<file path="config.mk">
export PLATFORM = sky130hd
export DESIGN_NAME = fetch_stage
export DESIGN_NICKNAME = d
export VERILOG_FILES = /design/src/rtl/fetch_stage_pkg.sv /design/src/rtl/fetch_stage_align.sv /design/src/rtl/fetch_stage.sv
export SDC_FILE = /design/constraint.sdc
export NUM_CORES = 1
export LEC_CHECK = 0
export ABC_AREA = 0
export CAP_MARGIN = 20
export CELL_PAD_IN_SITES_DETAIL_PLACEMENT = 0
export CELL_PAD_IN_SITES_GLOBAL_PLACEMENT = 1
export CORE_MARGIN = 5
export CORE_UTILIZATION = 44
export CTS_BUF_LIST = sky130_fd_sc_hd__clkbuf_4 sky130_fd_sc_hd__clkbuf_8 sky130_fd_sc_hd__clkbuf_16
export DETAILED_ROUTE_END_ITERATION = 7
export PLACE_DENSITY = 0.86
export SLEW_MARGIN = 20
export SYNTH_ARGS = -nofsm -noshare
export SYNTH_HDL_FRONTEND = slang
export SYNTH_HIERARCHICAL = 1
export SYNTH_SLANG_ARGS = --single-unit
export TNS_END_PERCENT = 10
</file>
<file path="constraint.sdc">
create_clock -name clk_i -period 7.6 [get_ports clk_i]
set_input_delay 1.52 -clock clk_i [delete_from_list [all_inputs] [get_ports clk_i]]
set_output_delay 1.52 -clock clk_i [all_outputs]
set_load 0.02 [all_outputs]
</file>
<file path="src/rtl/fetch_stage_pkg.sv">
// Shared Y86-64 fetch definitions: instruction codes, status codes, FSM states
// and the per-icode length / regid / constant-word rules.
package fetch_stage_pkg;

    localparam logic [3:0] IHALT   = 4'h0;
    localparam logic [3:0] INOP    = 4'h1;
    localparam logic [3:0] IRRMOVQ = 4'h2;
    localparam logic [3:0] IIRMOVQ = 4'h3;
    localparam logic [3:0] IRMMOVQ = 4'h4;
    localparam logic [3:0] IMRMOVQ = 4'h5;
    localparam logic [3:0] IOPQ    = 4'h6;
    localparam logic [3:0] IJXX    = 4'h7;
    localparam logic [3:0] ICALL   = 4'h8;
    localparam logic [3:0] IRET    = 4'h9;
    localparam logic [3:0] IPUSHQ  = 4'hA;
    localparam logic [3:0] IPOPQ   = 4'hB;

    localparam logic [3:0] RNONE   = 4'hF;

    localparam logic [2:0] STAT_BUBBLE = 3'd0;
    localparam logic [2:0] STAT_AOK    = 3'd1;
    localparam logic [2:0] STAT_HLT    = 3'd2;
    localparam logic [2:0] STAT_ADR    = 3'd3;
    localparam logic [2:0] STAT_INS    = 3'd4;

    typedef enum logic [1:0] {
        ST_ISSUE,
        ST_WAIT,
        ST_READY,
        ST_HALTED
    } fetch_state_t;

    typedef struct packed {
        logic [2:0]  stat;
        logic [63:0] pc;
        logic [3:0]  icode;
        logic [3:0]  ifun;
        logic [3:0]  rA;
        logic [3:0]  rB;
        logic [63:0] valC;
        logic [63:0] valP;
    } f_fields_t;

    localparam f_fields_t F_BUBBLE = '{
        stat:  STAT_BUBBLE,
        pc:    64'h0,
        icode: INOP,
        ifun:  4'h0,
        rA:    RNONE,
        rB:    RNONE,
        valC:  64'h0,
        valP:  64'h0
    };

    function automatic logic icode_valid(input logic [3:0] icode);
        return (icode <= IPOPQ);
    endfunction

    function automatic logic need_regid(input logic [3:0] icode);
        case (icode)
            IRRMOVQ, IIRMOVQ, IRMMOVQ, IMRMOVQ,
            IOPQ, IPUSHQ, IPOPQ:               return 1'b1;
            default:                           return 1'b0;
        endcase
    endfunction

    function automatic logic need_valc(input logic [3:0] icode);
        case (icode)
            IIRMOVQ, IRMMOVQ, IMRMOVQ,
            IJXX, ICALL:                       return 1'b1;
            default:                           return 1'b0;
        endcase
    endfunction

    // Invalid icodes fall through both rules and therefore decode as 1 byte.
    function automatic logic [3:0] instr_len(input logic [3:0] icode);
        logic [3:0] len;
        len = 4'd1;
        if (need_regid(icode)) len = len + 4'd1;
        if (need_valc(icode))  len = len + 4'd8;
        return len;
    endfunction

endpackage

</file>
<file path="src/rtl/fetch_stage_align.sv">
// Combinational byte extraction and field decode of one instruction taken
// from the 24-byte fetch buffer starting at the PC's byte offset.
module fetch_align
    import fetch_stage_pkg::*;
(
    input  logic [191:0] i_buf,
    input  logic [2:0]   i_off,
    input  logic [63:0]  i_pc,
    output logic [2:0]   o_stat,
    output logic [3:0]   o_icode,
    output logic [3:0]   o_ifun,
    output logic [3:0]   o_rA,
    output logic [3:0]   o_rB,
    output logic [63:0]  o_valC,
    output logic [63:0]  o_valP,
    output logic [3:0]   o_len
);

    logic [79:0] w_win;
    logic        w_valid;
    logic        w_regid;
    logic        w_valc;
    logic [63:0] w_valc_raw;

    // Ten bytes from the offset always fit: offset 7 + 10 bytes = 17 <= 24.
    assign w_win      = i_buf[{i_off, 3'b000} +: 80];

    assign o_icode    = w_win[7:4];
    assign o_ifun     = w_win[3:0];
    assign w_valid    = icode_valid(o_icode);
    assign w_regid    = need_regid(o_icode);
    assign w_valc     = need_valc(o_icode);

    assign w_valc_raw = w_regid ? w_win[79:16] : w_win[71:8];

    assign o_rA       = w_regid ? w_win[15:12] : RNONE;
    assign o_rB       = w_regid ? w_win[11:8]  : RNONE;
    assign o_valC     = w_valc ? w_valc_raw : 64'h0;
    assign o_len      = instr_len(o_icode);
    assign o_valP     = i_pc + {60'h0, o_len};

    always_comb begin
        o_stat = STAT_AOK;
        if (!w_valid) begin
            o_stat = STAT_INS;
        end else if (o_icode == IHALT) begin
            o_stat = STAT_HLT;
        end
    end

endmodule

</file>
<file path="src/rtl/fetch_stage.sv">
// Y86-64 fetch stage: PC selection, multi-word instruction fetch over an
// aligned 64-bit memory port, and decoded fields for the D pipeline register.
module fetch_stage
    import fetch_stage_pkg::*;
#(
    parameter logic [63:0] RESET_PC = 64'h0
)
(
    input  logic        clk_i,
    input  logic        rst_i,
    input  logic        F_stall_i,
    input  logic [3:0]  M_icode_i,
    input  logic        M_Cnd_i,
    input  logic [63:0] M_valA_i,
    input  logic [3:0]  W_icode_i,
    input  logic [63:0] W_valM_i,
    output logic        imem_req_o,
    output logic [63:0] imem_addr_o,
    input  logic        imem_rvalid_i,
    input  logic [63:0] imem_rdata_i,
    input  logic        imem_err_i,
    output logic        f_valid_o,
    output logic        f_busy_o,
    output logic [2:0]  f_stat_o,
    output logic [63:0] f_pc_o,
    output logic [3:0]  f_icode_o,
    output logic [3:0]  f_ifun_o,
    output logic [3:0]  f_rA_o,
    output logic [3:0]  f_rB_o,
    output logic [63:0] f_valC_o,
    output logic [63:0] f_valP_o
);

    fetch_state_t r_state;
    logic [63:0]  r_pc;
    logic [191:0] r_buf;
    logic [1:0]   r_nwords;
    logic         r_drop;
    f_fields_t    r_f;

    logic         w_mispredict;
    logic         w_redirect;
    logic [63:0]  w_redir_pc;
    logic         w_req;
    logic         w_outstanding;
    logic [191:0] w_buf_next;
    logic [2:0]   w_words;
    logic [5:0]   w_have;
    logic         w_done;
    logic [63:0]  w_pred_pc;
    logic         w_stop;

    logic [2:0]   w_stat;
    logic [3:0]   w_icode;
    logic [3:0]   w_ifun;
    logic [3:0]   w_rA;
    logic [3:0]   w_rB;
    logic [63:0]  w_valC;
    logic [63:0]  w_valP;
    logic [3:0]   w_len;

    assign w_mispredict = (M_icode_i == IJXX) && !M_Cnd_i;
    assign w_redirect   = w_mispredict || (W_icode_i == IRET);
    assign w_redir_pc   = w_mispredict ? M_valA_i : W_valM_i;

    assign w_req        = (r_state == ST_ISSUE) && !r_drop && !rst_i;

    // A request is still in flight after this cycle unless its response lands now.
    always_comb begin
        w_outstanding = 1'b0;
        if (r_drop || (r_state == ST_WAIT)) begin
            w_outstanding = !imem_rvalid_i;
        end else if (r_state == ST_ISSUE) begin
            w_outstanding = w_req;
        end
    end

    always_comb begin
        w_buf_next = r_buf;
        w_buf_next[{r_nwords, 6'b000000} +: 64] = imem_rdata_i;
    end

    fetch_align u_align (
        .i_buf   (w_buf_next),
        .i_off   (r_pc[2:0]),
        .i_pc    (r_pc),
        .o_stat  (w_stat),
        .o_icode (w_icode),
        .o_ifun  (w_ifun),
        .o_rA    (w_rA),
        .o_rB    (w_rB),
        .o_valC  (w_valC),
        .o_valP  (w_valP),
        .o_len   (w_len)
    );

    // Bytes available from the PC offset once the arriving word is appended.
    assign w_words   = {1'b0, r_nwords} + 3'd1;
    assign w_have    = {w_words, 3'b000} - {3'b000, r_pc[2:0]};
    assign w_done    = (w_have >= {2'b00, w_len});

    assign w_pred_pc = ((r_f.icode == IJXX) || (r_f.icode == ICALL)) ? r_f.valC : r_f.valP;
    assign w_stop    = (r_f.stat == STAT_HLT) || (r_f.stat == STAT_ADR) || (r_f.stat == STAT_INS);

    always_ff @(posedge clk_i) begin
        if (rst_i) begin
            r_state  <= ST_ISSUE;
            r_pc     <= RESET_PC;
            r_buf    <= '0;
            r_nwords <= '0;
            r_drop   <= 1'b0;
            r_f      <= F_BUBBLE;
        end else if (w_redirect) begin
            r_state  <= ST_ISSUE;
            r_pc     <= w_redir_pc;
            r_nwords <= '0;
            r_drop   <= w_outstanding;
            r_f      <= F_BUBBLE;
        end else begin
            if (r_drop && imem_rvalid_i) begin
                r_drop <= 1'b0;
            end
            case (r_state)
                ST_ISSUE: begin
                    if (!r_drop) begin
                        r_state <= ST_WAIT;
                    end
                end
                ST_WAIT: begin
                    if (imem_rvalid_i) begin
                        if (imem_err_i) begin
                            r_state <= ST_READY;
                            r_f     <= '{stat: STAT_ADR, pc: r_pc, icode: INOP, ifun: 4'h0,
                                         rA: RNONE, rB: RNONE, valC: 64'h0, valP: r_pc};
                        end else begin
                            r_buf    <= w_buf_next;
                            r_nwords <= r_nwords + 2'd1;
                            if (w_done) begin
                                r_state <= ST_READY;
                                r_f     <= '{stat: w_stat, pc: r_pc, icode: w_icode, ifun: w_ifun,
                                             rA: w_rA, rB: w_rB, valC: w_valC, valP: w_valP};
                            end else begin
                                r_state <= ST_ISSUE;
                            end
                        end
                    end
                end
                ST_READY: begin
                    if (!F_stall_i) begin
                        r_nwords <= '0;
                        if (w_stop) begin
                            r_state <= ST_HALTED;
                        end else begin
                            r_state <= ST_ISSUE;
                            r_pc    <= w_pred_pc;
                            r_f     <= F_BUBBLE;
                        end
                    end
                end
                default: begin
                    r_state <= ST_HALTED;
                end
            endcase
        end
    end

    assign imem_req_o  = w_req;
    assign imem_addr_o = {r_pc[63:3], 3'b000} + {59'h0, r_nwords, 3'b000};

    assign f_valid_o   = (r_state == ST_READY) || (r_state == ST_HALTED);
    assign f_busy_o    = !f_valid_o;
    assign f_stat_o    = r_f.stat;
    assign f_pc_o      = r_f.pc;
    assign f_icode_o   = r_f.icode;
    assign f_ifun_o    = r_f.ifun;
    assign f_rA_o      = r_f.rA;
    assign f_rB_o      = r_f.rB;
    assign f_valC_o    = r_f.valC;
    assign f_valP_o    = r_f.valP;

endmodule

</file>
**After elaboration in Yosys (flattened, before gate mapping)**

Cells that the tools add are included.

- Memories: 0
- ROM bits: 0
- Latch bits: 0
- Memory bits (writable): 0
- Register bits after elaboration: 472
- Word-level logic and storage cells: 120
- Input port bits: 206

- $add $sub $neg: 7
- Eq/ne operators: 27
- $lt $le $gt $ge: 2
- Multiply operators: 0
- Shifts and indexed selects: 3
- Multiplexer cells: 38
- Div/mod/pow operators: 0
- Bitwise logic cells: 2
- Reduce and logical (&&, ||, !) cells: 28

Operators with widths:

| kind | number |
|---|---|
| $mux 211 | 5 |
| $mux 64 | 8 |
| $pmux 211 s2 | 1 |
| $bwmux 192 | 1 |
| $shift 64x10->192 const A | 1 |
| $shiftx 192x7->80 | 1 |
| $shiftx 64x10->192 | 1 |
| $add 64x4->64 | 1 |
| $add 64x5->64 | 1 |
| $eq 4x3->1 const B | 6 |
| $mux 2 | 11 |
| $eq 4x4->1 const B | 5 |
| $mux 4 | 3 |
| $ne 2x2->1 const B | 6 |
| $neg 8->10 | 1 |
| $eq 4x2->1 const B | 2 |
| $reduce_and 4->1 | 2 |
| $reduce_or 7->1 | 1 |
| $eq 3x2->1 const B | 2 |
| $ge 6x4->1 | 1 |
| $logic_or 1x1->1 | 6 |
| $mux 1 | 6 |
| $pmux 2 s3 | 1 |
| $reduce_and 3->1 | 2 |
| 21 further kinds | 32 |

**Depth between registers and ports, before layout**

- Word-level depth: 15
- Gate-level depth with buffers: 25

**By module**

The synthesis kept the hierarchy.

Modules (own cells, without submodules):

| module | sequential area each (um^2) | cells each | instances | area each (um^2) |
|---|---|---|---|---|
| fetch_stage | 9449.1 | 3125 | 1 | 24543.5 |
| fetch_align | 0.0 | 845 | 1 | 6881.6 |

**Worst setup path before layout**

Ideal clock, no wire load.

- Kind: input to register
- Start: input port imem_rdata_i[62]
- End: register r_f (netlist bit f_valP_o[34])
- Stages on the path: 18
- Data arrival time: 5.294 ns
- Setup time: 0.126 ns
- Path buffers: 1
- Path slack: 2.180 ns
- Path through: nand2_1 -> nand2_1 -> mux4_2 -> a222oi_1 -> a21boi_1 -> buf_4 -> o21bai_2 -> inv_2 -> ha_1 -> fa_1 -> a31oi_1 -> nor4_1 -> and3_1 -> and3_1 -> xor2_1 -> mux2_2 -> nand2_1 -> mux2i_1

- Word-level cells in the longest chain between the ends: 14
- Elaborated cells between the ends (all ways): 27
- Those cells by class: add/sub: 2; order compare: 1; eq/ne: 10; shift: 2; mux: 9; reduce/logical: 3

RTL lines:

| element | line | text |
|---|---|---|
| start: declaration | fetch_stage.sv:20 | `input logic [63:0] imem_rdata_i,` |
| $shiftx 64x10->192 * | fetch_stage.sv:80 | `w_buf_next[{r_nwords, 6'b000000} +: 64] = imem_rdata_i;` |
| $bwmux 192 * | fetch_stage.sv:80 |  |
| named net w_buf_next[62] | fetch_stage.sv:46 | `logic [191:0] w_buf_next;` |
| $shiftx 192x7->80 * | fetch_stage_align.sv:26 | `assign w_win = i_buf[{i_off, 3'b000} +: 80];` |
| $eq 4x2->1 (tied with other cells) | - |  |
| $reduce_or 7->1 * | - |  |
| $mux 1 * | - |  |
| named net u_align.w_regid | fetch_stage_align.sv:21 | `logic w_regid;` |
| [... 2 more ...] | - |  |
| $mux 4 * | fetch_stage_pkg.sv:80 | `if (need_valc(icode)) len = len + 4'd8;` |
| named net w_len[0] | fetch_stage.sv:60 | `logic [3:0] w_len;` |
| $add 64x4->64 * | fetch_stage_align.sv:40 | `assign o_valP = i_pc + {60'h0, o_len};` |
| named net w_valP[34] | fetch_stage.sv:59 | `logic [63:0] w_valP;` |
| $mux 211 * | fetch_stage.sv:138 | `if (w_done) begin` |
| $mux 211 * | fetch_stage.sv:131 | `if (imem_err_i) begin` |
| $mux 211 * | fetch_stage.sv:130 | `if (imem_rvalid_i) begin` |
| $pmux 211 s2 * | fetch_stage.sv:123 | `case (r_state)` |
| end signal: assignment | fetch_stage.sv:133 | `r_f <= '{stat: STAT_ADR, pc: r_pc, icode: INOP, ifun: 4'h0,` |
| end signal: assignment | fetch_stage.sv:140 | `r_f <= '{stat: w_stat, pc: r_pc, icode: w_icode, ifun: w_ifun,` |
| end: declaration | fetch_stage.sv:39 | `f_fields_t r_f;` |

Mark *: on every way through the listed nets, which the timed path passes. The rest lies on a longest branch. The select of a mux whose other input is x is not followed.
A chain may end at the register's enable or synchronous reset.

**Worst setup path after layout**

- Start: register r_nwords[0]
- End: register r_f (netlist bit f_valP_o[38])

- Word-level cells in the longest chain between the ends: 15
- Elaborated cells between the ends (all ways): 31
- Those cells by class: add/sub: 5; order compare: 1; eq/ne: 10; shift: 3; mux: 9; reduce/logical: 3

RTL lines:

| element | line | text |
|---|---|---|
| start: declaration | fetch_stage.sv:37 | `logic [1:0] r_nwords;` |
| start signal: assignment | fetch_stage.sv:137 | `r_nwords <= r_nwords + 2'd1;` |
| $neg 8->10 * | fetch_stage.sv:80 |  |
| $shiftx 64x10->192 or $shift 64x10->192 (tied branches) | fetch_stage.sv:80 |  |
| $bwmux 192 * | fetch_stage.sv:80 |  |
| named net w_buf_next[63] | fetch_stage.sv:46 |  |
| $shiftx 192x7->80 * | fetch_stage_align.sv:26 |  |
| $eq 4x2->1 (tied with other cells) | fetch_stage_pkg.sv:60 | `case (icode)` |
| $reduce_or 7->1 | fetch_stage_pkg.sv:60 |  |
| $mux 1 | fetch_stage_pkg.sv:60 |  |
| [... 2 more ...] | - |  |
| $mux 4 * | fetch_stage_pkg.sv:80 |  |
| named net w_len[1] | fetch_stage.sv:60 |  |
| $add 64x4->64 * | fetch_stage_align.sv:40 |  |
| named net w_valP[38] | fetch_stage.sv:59 |  |
| $mux 211 * | fetch_stage.sv:138 |  |
| $mux 211 * | fetch_stage.sv:131 |  |
| $mux 211 * | fetch_stage.sv:130 |  |
| $pmux 211 s2 * | fetch_stage.sv:123 |  |

Marks and branches as above.

==> impl_results.md <==
* Post-detailed-placement half-perimeter wirelength at 82800 µm
* Netlist area before placement at 0.0288 mm²
* Leak Pwr at 12.6 nW
* Clock network power share at 38.0%
* Cell count of the worst reg-to-reg path at 20
* # port buffers at 480
* Number of warnings issued by yosys at 6
* Final-report setup violation count at 0
* Clock sinks at 416
* Setup CP Type: reg -> reg
* Required time of the worst setup path at 8.10 ns
* Largest fanout on the critical path at 64
* # H-tree levels at 2
* Initial Utilization at 44.5%
* Via count of the first global-routing pass at 26.7k
* Clock buffer count from CTS at 51
* Number of optimization iterations in the first detailed-route pass at 6
* Number of antenna violations at the first check in global routing at 6
* Tcrit/Tclk final at 85.4%
* Setup TNS at 0 ns
* Max clock buf depth at 3
* Met3 Wirelength at 9990 µm
* Worst Tran Pin Value at 1.13 ns
* Fraction of power spent switching nets at 34.1%
* Wire length on met1 at 47600 µm
* GRT Total Usage at 30.9%
* Hold crit path type: reg -> reg
* Clock latency reported for the late side of the worst-skew pair at 0.62 ns
* Internal Dissipation at 0.00463 W
* Number of hold-slack violations in the final timing report at 0
* PostCTS Resize Cnt at 0
* Post-CTS Setup Inserts at 0
* Critical hold path startpoint: f_pc_o[26]
* Total die area at 0.0706 mm²
* Post-route antenna net violation count at 0
* Die boundary width at 266 µm
* TritonCTS clock tree: yes
* Mean area per synthesized cell at 7.95 µm²
* Crit path launch: r_nwords[0]
* Die outline height at 266 µm
* Routability cong. at 0.917
* Vias/cell at 6.18
* Net total in the final layout at 4064
* Maximum VDD drop at 0.000156 V
* Power per cell area at 197 mW/mm²
* Count of unresolved DRC violations after routing at 0
* Post-route standard cell area excluding fillers at 0.0356 mm²
* Combinational cell fraction of total power at 27.8%
* Capturing element type of the critical path: register
* Share of final-layout standard cells stronger than drive strength 1 at 9.33%
* Power share of the sequential group at 34.2%
* Total wirelength of the detailed-routed design at 117000 µm
* Post-Route Skew at 0.0367 ns
* Initial drt markers at 3251
* Type of element launching the critical path: register
* Vias at 29.3k
* Result of the run: completed
* Final critical delay including setup and external delays at 6.49 ns
* Core area at 0.0646 mm²
* Gate count of the mapped netlist at 3615
* Hold buffer count at CTS at 0
* Average routed wire per standard cell at 24.6 µm
* Global-route wire length before repair at 173000 µm
* Clock slew at reported path FFs at 0.06 ns
* Number of placed cells counting well taps at 4642
* Hold Path Cell Cnt at 2
* Max Slew Vio Count at 0
* RR Startpoint: r_nwords[0]
* Total global routing overflow at 0
* Max Freq at 154 MHz
* Detail Route met2 WL at 54100 µm
* Arrival time of the worst setup path at 6.99 ns
* Pin count of the biggest net entering global routing at 166
* Final non-filler cell total at 4737
* I/O Pins at 484
* Net switching power of the design at 0.00239 W
* Area of placed instances at 0.0338 mm²
* Reported max-cap violation count at 0
* Highest layer used for signal routing: met5
* Clock root buffer: clkbuf_16
* Row count at 93
* Layout overhead on the synthesized area at 23.8%
* Rel. slew slack at 24.0%
* RSZ-0062 raised after global routing: false
==> flip-flops by register name, summed over array words and instances, names as in the netlist <==
register,cells
f_icode_o,4
f_ifun_o,4
f_pc_o,64
f_rA_o,4
f_rB_o,4
f_stat_o,3
f_valC_o,64
f_valP_o,64
r_buf,136
r_drop,1
r_nwords,2
r_pc,64
r_state,2
==> cells in the final DEF (no fill, tap or decap), drive strengths merged, types with 61 or more instances in the layout <==
cell type and instances:
a211oi 67, a311oi 121, a32oi 61, clkbuf 74, clkdlybuf4s50 478, dfxtp 416, inv 106, mux2 73
mux2i 357, mux4 88, nand2 717, nand2b 69, nand3 125, nor2 330, nor3 86, nor4 80
o21ai 136, xnor2 82
==> metal layers <==
metal  vias up  GRT usage (%)
met5         -              0
met4         2           11.2
met3       263           5.53
met2      1523           50.4
met1     14113           41.5
li1      13396              -
==> final cells by class <==
cell class	count	area, µm²
fillers	6041	29000
multi-input cells	2728	18600
flip-flops and latches	416	8340
repair buffers	537	5310
clock buffers	74	1540
well taps	855	1070
inverters	106	398
clock inverters	17	285
diodes	4	10.0
==> worst max-delay path, cell delays in order, from the launching register on <==
cell and delay [ns]:
dfxtp_1 0.58, inv_1 0.19, ha_1 0.44, nor3_2 0.10
buf_12 0.22, nand2_1 0.14, nand2_1 0.13, mux4_2 0.53
and2_2 0.44, or3_1 0.45, o21bai_2 0.53, fa_1 0.33
a31oi_1 0.09, buf_4 0.21, nor4_2 0.85, and3_1 0.37
nand3_1 0.12, xnor2_1 0.15, mux2_2 0.27, nand2_1 0.06
mux2i_1 0.07
==> worst paths after layout <==
check | end | slack [ns]
max | f_valP_o[38] | 1.11
min | f_pc_o[26] | 0.46
max reg2reg | f_valP_o[38] | 1.11
min reg2reg | f_pc_o[26] | 0.46
==> power by group through the flow <==
stage                     logic (W)  registers (W)  clock network, W
after floorplan             0.00130        0.00239                 0
after global placement      0.00191        0.00244                 0
after detailed placement    0.00191        0.00244                 0
after CTS                   0.00192        0.00240           0.00270
after global routing        0.00207        0.00241           0.00279
final                       0.00195        0.00240           0.00267
==> through the flow <==
stage / utilization, % / setup slack (ns) / hold slack, ns / power, W
after floorplan: - / 2.18 / 0.457 / 0.00369
after global placement: 52.3 / 0.946 / 0.444 / 0.00435
after detailed placement: 52.3 / 0.896 / 0.451 / 0.00435
after CTS: 55.1 / 1.12 / 0.458 / 0.00701
after global routing: 55.1 / 0.846 / 0.480 / 0.00727
final: 55.1 / 1.11 / 0.457 / 0.00702
No activity file was read; power rests on OpenSTA's default activity.
